--- src/rtl/cnt_load_arbiter_if.sv ---
// Bundle between the requesters, the shared down-counter and the arbiter.
// The slave modport is the arbiter's side; master is the surrounding environment.
interface cnt_load_arbiter_if #(
    parameter int NREQ = 4,
    parameter int W    = 8
);
    localparam int OW = $clog2(NREQ);

    logic [NREQ-1:0]   req;
    logic [NREQ*W-1:0] req_data;
    logic [NREQ-1:0]   gnt;
    logic [NREQ-1:0]   done;
    logic              err;
    logic              ld;
    logic [W-1:0]      data;
    logic [W-1:0]      cnt;
    logic              val;
    logic              busy;
    logic [OW-1:0]     owner;

    modport master (
        output req, req_data, cnt, val,
        input  gnt, done, err, ld, data, busy, owner
    );

    modport slave (
        input  req, req_data, cnt, val,
        output gnt, done, err, ld, data, busy, owner
    );
endinterface

--- src/rtl/cnt_load_arbiter.sv ---
// Round-robin arbiter sharing one down-counter between NREQ requesters,
// with a watchdog that aborts a run whose counter never reaches zero.
//
// state  | meaning
// IDLE   | waiting for any req; picks next requester round-robin
// LOAD   | one cycle: ld and gnt[owner] high, counter loads data
// WAIT   | waiting for val; watchdog counts cycles without val
// FIN    | one cycle: done[owner] or err pulse, advance rr pointer
module cnt_load_arbiter #(
    parameter int NREQ     = 4,
    parameter int W        = 8,
    parameter int WAIT_MAX = 255
) (
    input logic               clk,
    input logic               rst,
    cnt_load_arbiter_if.slave bus
);
    localparam int              PW       = $clog2(NREQ);
    localparam int              WDW      = (WAIT_MAX > 1) ? $clog2(WAIT_MAX) : 1;
    localparam logic [WDW-1:0]  WD_LAST  = WDW'(WAIT_MAX - 1);
    localparam logic [NREQ-1:0] ONE      = NREQ'(1);
    localparam logic [PW-1:0]   LAST_IDX = PW'(NREQ - 1);

    typedef enum logic [1:0] {S_IDLE, S_LOAD, S_WAIT, S_FIN} state_t;

    state_t         state, state_nx;
    logic [PW-1:0]  owner_q, rr_ptr, pick, idx;
    logic [PW:0]    sum;
    logic [W-1:0]   data_q, data_pick;
    logic [WDW-1:0] wdog;
    logic           fin_ok, fin_err, found, wd_hit;

    // first asserted request scanning upward from rr_ptr, wrapping at NREQ
    always_comb begin
        pick  = rr_ptr;
        found = 1'b0;
        sum   = '0;
        idx   = '0;
        for (int i = 0; i < NREQ; i++) begin
            sum = {1'b0, rr_ptr} + (PW+1)'(i);
            if (sum >= (PW+1)'(NREQ)) sum = sum - (PW+1)'(NREQ);
            idx = sum[PW-1:0];
            if (!found && bus.req[idx]) begin
                found = 1'b1;
                pick  = idx;
            end
        end
    end

    always_comb begin
        data_pick = '0;
        for (int i = 0; i < NREQ; i++) begin
            if (PW'(i) == pick) data_pick = bus.req_data[i*W +: W];
        end
    end

    assign wd_hit = (wdog == WD_LAST);

    always_comb begin
        state_nx = state;
        case (state)
            S_IDLE:  if (|bus.req) state_nx = S_LOAD;
            S_LOAD:  state_nx = S_WAIT;
            S_WAIT:  if (bus.val || wd_hit) state_nx = S_FIN;
            S_FIN:   state_nx = S_IDLE;
            default: state_nx = S_IDLE;
        endcase
    end

    always_ff @(posedge clk or posedge rst) begin
        if (rst) begin
            state   <= S_IDLE;
            owner_q <= '0;
            data_q  <= '0;
            rr_ptr  <= '0;
            wdog    <= '0;
            fin_ok  <= 1'b0;
            fin_err <= 1'b0;
        end else begin
            state   <= state_nx;
            // both flags can only be set on the WAIT->FIN edge, so they are FIN-cycle pulses
            fin_ok  <= (state == S_WAIT) && bus.val;
            fin_err <= (state == S_WAIT) && !bus.val && wd_hit;
            if (state == S_IDLE && |bus.req) begin
                owner_q <= pick;
                data_q  <= data_pick;
            end
            if (state == S_LOAD)
                wdog <= '0;
            else if (state == S_WAIT && !bus.val)
                wdog <= wdog + 1'b1;
            if (state == S_FIN)
                rr_ptr <= (owner_q == LAST_IDX) ? '0 : owner_q + 1'b1;
        end
    end

    assign bus.ld    = (state == S_LOAD);
    assign bus.gnt   = (state == S_LOAD) ? (ONE << owner_q) : '0;
    assign bus.done  = fin_ok ? (ONE << owner_q) : '0;
    assign bus.err   = fin_err;
    assign bus.busy  = (state != S_IDLE);
    assign bus.data  = data_q;
    assign bus.owner = owner_q;
endmodule

--- src/flat_wrapper.sv ---
// flat-port wrapper written by rule: the top's interface ports become plain ports
module cnt_load_arbiter_flat 
#(
    parameter int NREQ     = 4,
    parameter int W        = 8,
    parameter int WAIT_MAX = 255
)
  (clk, rst, bus_req, bus_req_data, bus_cnt, bus_val, bus_gnt, bus_done, bus_err, bus_ld, bus_data, bus_busy, bus_owner);
  cnt_load_arbiter_if #(.NREQ(NREQ), .W(W)) bus_i ();
  input logic clk;
  input logic rst;
  input wire logic [$bits(bus_i.req)-1:0] bus_req;
  input wire logic [$bits(bus_i.req_data)-1:0] bus_req_data;
  input wire logic [$bits(bus_i.cnt)-1:0] bus_cnt;
  input wire logic [$bits(bus_i.val)-1:0] bus_val;
  output wire logic [$bits(bus_i.gnt)-1:0] bus_gnt;
  output wire logic [$bits(bus_i.done)-1:0] bus_done;
  output wire logic [$bits(bus_i.err)-1:0] bus_err;
  output wire logic [$bits(bus_i.ld)-1:0] bus_ld;
  output wire logic [$bits(bus_i.data)-1:0] bus_data;
  output wire logic [$bits(bus_i.busy)-1:0] bus_busy;
  output wire logic [$bits(bus_i.owner)-1:0] bus_owner;
  assign bus_i.req = bus_req;
  assign bus_i.req_data = bus_req_data;
  assign bus_i.cnt = bus_cnt;
  assign bus_i.val = bus_val;
  assign bus_gnt = bus_i.gnt;
  assign bus_done = bus_i.done;
  assign bus_err = bus_i.err;
  assign bus_ld = bus_i.ld;
  assign bus_data = bus_i.data;
  assign bus_busy = bus_i.busy;
  assign bus_owner = bus_i.owner;
  cnt_load_arbiter #(.NREQ(NREQ), .W(W), .WAIT_MAX(WAIT_MAX)) u_core (.clk(clk), .rst(rst), .bus(bus_i));
endmodule
--- config.mk ---
export PLATFORM = sky130hd
export DESIGN_NAME = cnt_load_arbiter_flat
export DESIGN_NICKNAME = d
export VERILOG_FILES = /design/src/rtl/cnt_load_arbiter_if.sv /design/src/rtl/cnt_load_arbiter.sv /design/src/flat_wrapper.sv
export SDC_FILE = /design/constraint.sdc
export NUM_CORES = 1
export LEC_CHECK = 0
export CAP_MARGIN = 30
export CORE_MARGIN = 2
export CORE_UTILIZATION = 45
export CTS_CLUSTER_SIZE = 8
export DETAILED_ROUTE_END_ITERATION = 8
export GPL_TIMING_DRIVEN = 0
export PLACE_DENSITY = 0.85
export REMOVE_ABC_BUFFERS = 1
export SETUP_SLACK_MARGIN = 0.5
export SLEW_MARGIN = 10
export SYNTH_ARGS = -nofsm -noshare
export SYNTH_HDL_FRONTEND = slang
export SYNTH_SLANG_ARGS = --single-unit
export TNS_END_PERCENT = 30
--- constraint.sdc ---
create_clock -name clk -period 3.85 [get_ports clk]
set_input_delay 0.77 -clock clk [delete_from_list [all_inputs] [get_ports clk]]
set_output_delay 0.77 -clock clk [all_outputs]
set_load 0.05 [all_outputs]
==> impl_metrics.tcl <==
set metrics [dict create \
    hold_start "u_core.bus.data[2]" \
    drc 0 \
    yosysMostFrequentCell "dfrtp_1" \
    port_buffers 59 \
    path_buf_inv 2 \
    cp.required_ns 3.08 \
    hold_path_depth 2 \
    h-tree-depth 1 \
    ys_seq_area_share_pct 39.8 \
    cts_tree "built" \
    dr.pass1.iters 4 \
    via_per_inst 5.33 \
    rsz0062_at_grt "no" \
    cap_violations 0 \
    period_share_pct 79.0 \
    finalSetupTns_ns 0 \
    yosysTopAreaCell "dfrtp_1" \
    cp_top_family "buffers and inverters" \
    setup.worst_path.start_class "flop" \
    rrSetupSlack_ns 1.32 \
    synth_edf_count 0 \
    cts_setup_buffers 0 \
    layoutNonFillerInstCount 258 \
    areaGrowthSynthToFinish_pct 45.7 \
    cts_buffer_depth 2 \
    top_usage_layer "met2" \
    antenna_found_initial 0 \
    period_needed_ns 3.04 \
    synth.area.top_cells "dfrtp_1, ha_1, a211oi_1" \
    numPlacedInstances 253 \
    r2r_end "u_core.bus.data[7]" \
    hold_viol 0 \
    synth_compound_area_share_pct 18.6 \
    ys.flop_type "dfrtp_1" \
    r2r_start "u_core.state[0]" \
    fin_area_mm2 0.00220 \
    setup_ws_ns 0.810 \
    synth_top_family_by_area "simple AND/OR/NAND/NOR gates" \
    hold_path_end "u_core.bus.data[2]" \
    ctsResizeCount 0 \
    core_mm2 0.00328 \
    clock_sinks 24 \
    drive_gt1_share_pct 5.66 \
    dieArea_mm2 0.00384 \
    syn_area_per_cell_um2 9.94 \
    yosysWarnings 0 \
    ios 68 \
    root_buffer "clkbuf_4" \
    fmax_mhz 329 \
    synth_top_area_share_pct 39.8 \
    synth.distinct_cells 33 \
    hold_path.class "reg2reg" \
    dpl.hpwl_mm 3.00 \
    ys_seq_elements 24 \
    slowest_delay_ns 0.80 \
    grt_usage_pct 20.2 \
    outcome "finished, final reports clean" \
    power_density_mw_per_mm2 701 \
    cp_cell_sequence "inv_1, ha_1, and2_1, clkdlybuf4s50_1" \
    synthMuxAreaShare_pct 7.54 \
    clkSlewWorstSetupHoldPaths_ns 0.14 \
    synthCells 152 \
    yosys-top-cells-count "dfrtp_1, nor2_1, a211oi_1, ha_1, and2_1" \
    slew_violations 0 \
    wl_per_cell_um 14.7 \
    grt_start_max_net_pins 25 \
    nets 270 \
    numCtsBuffers 3 \
    grt_pass1_wl_mm 5.77 \
    leakage_nw 0.902 \
    crit_arrival_ns 2.27 \
    p_total_mw 1.54 \
    rows 21 \
    start_util_pct 46.0 \
    via_count 1375 \
    placed_area_mm2 0.00213 \
    crit_path_max_fanout 13 \
    die_w_um 61.9 \
    async_flop_share_pct 100 \
    met1_usage_pct 26.5 \
    crit_path_end_kind "primary output" \
    whs_ns 0.579 \
    synthSimpleGateAreaFrac_pct 19.4 \
    place_ws_ns 0.697 \
    vdd_drop_max_uv 298 \
    wirelength_mm 3.80 \
    slowest_stage "clkdlybuf4s50_1" \
    r2r.worst_path.cells 7 \
    grt_pass1_vias 1248 \
    die_y_um 61.9 \
    max-slew-margin-rel_pct 40.8 \
    gr-total-overflow 0 \
    setup.worst_path.class "reg2out" \
    drt_iter0_drc 47 \
    syn_area_mm2 0.00151 \
    holdBufCountCts 0 \
    postRouteAntennaNets 0 \
    yosys.area_share.xor_xnor_pct 2.90 \
    worst_slew_pin_slew_ns 0.880 \
    place.gp.congestion 0.839 \
    synth_fa_ha_area_share_pct 8.29 \
    diodes 0 \
    gr-usage-met2_pct 34.9 \
    grtUsageMet3_pct 1.86 \
    clock_latency_ns 0.31 \
    fin_skew_ns 0.00810 \
    finalSetupViolCount 0 \
    fin_util_pct 67.0 \
]
metal layers:
metal,part of all wire (%),vias up,routed length [µm]
li1,-,672,-
met1,42,662,1580
met2,54,35,2050
met3,2.4,6,91
met4,1.9,0,74
met5,0,-,0
layout by cell type (no fill, tap or decap):
cell / synthesis / routed
o31a_1: 8 / 8
o21ai_0: 3 / 3
bufinv_16: 0 / 1
and2_1: 9 / 9
nor2_1: 20 / 20
and4b_1: 1 / 1
nor3_4: 1 / 1
nand2_1: 3 / 3
nand3_1: 1 / 1
and3_1: 1 / 1
or3_1: 3 / 3
inv_1: 7 / 7
mux2i_1: 8 / 8
nand4_1: 4 / 4
nor3_1: 1 / 1
clkbuf_4: 0 / 3
o22a_1: 1 / 1
nand2b_1: 3 / 3
buf_8: 0 / 1
a211oi_2: 2 / 2
ha_1: 10 / 10
nor4_2: 1 / 1
mux2_2: 3 / 3
dfrtp_1: 24 / 24
a21oi_1: 5 / 5
nor2b_1: 3 / 3
xnor2_1: 1 / 1
nand3b_1: 1 / 1
nor4_1: 1 / 1
a211oi_1: 15 / 15
xor2_1: 4 / 4
clkdlybuf4s50_1: 0 / 59
o21ai_1: 2 / 2
o21a_1: 2 / 2
kinds of logic after synthesis:
group                      Yosys count
xor gates and xnor gates             5
AOI/OAI and AO/OA                   38
adders and majority gates           10
buffers and inverters               11
DFF                                 24
and+or+nand+nor                     53
muxes                               11
worst max-delay path by stage:
stage                          from                  to  slack (ns)  depth (start not counted)
floorplan           u_core.state[1]          bus_gnt[0]        1.47                          3
global placement         bus_req[3]  u_core.bus.data[7]        0.77                          6
detailed placement       bus_req[0]  u_core.bus.data[5]        0.70                          6
CTS                 u_core.state[1]          bus_gnt[2]        0.80                          4
global route        u_core.state[1]          bus_gnt[1]        0.68                          4
finish              u_core.state[1]          bus_gnt[2]        0.81                          4
sequential cells by signal (all words and copies together) (netlist names):
signal and cells:
u_core.bus.data 8, u_core.fin_ok 1, u_core.bus.err 1, u_core.rr_ptr 2, u_core.state 2, u_core.wdog 8
u_core.bus.owner 2
tightest hold or removal path: cells and delay by family, from the launching register on:
| kind | cells | cell delay (ns) |
|---|---|---|
| flops | 1 | 0.41 |
| simple gates | 1 | 0.10 |
| compound gates | 1 | 0.05 |
final cells by class:
| type | instances | area, µm² |
|---|---|---|
| flip-flops and latches | 24 | 601 |
| clock buffers | 3 | 22.5 |
| fillers | 268 | 1080 |
| clock inverters | 1 | 30.0 |
| well taps | 46 | 57.6 |
| multi-input cells | 117 | 857 |
| inverters | 7 | 26.3 |
| repair buffers | 60 | 606 |
report_power, final:
| part | switching [mW] | internal, mW |
|---|---|---|
| registers | 0.0749 | 0.341 |
| clock network | 0.0768 | 0.105 |
| logic | 0.587 | 0.358 |
(Power assumes the default switching activity.)
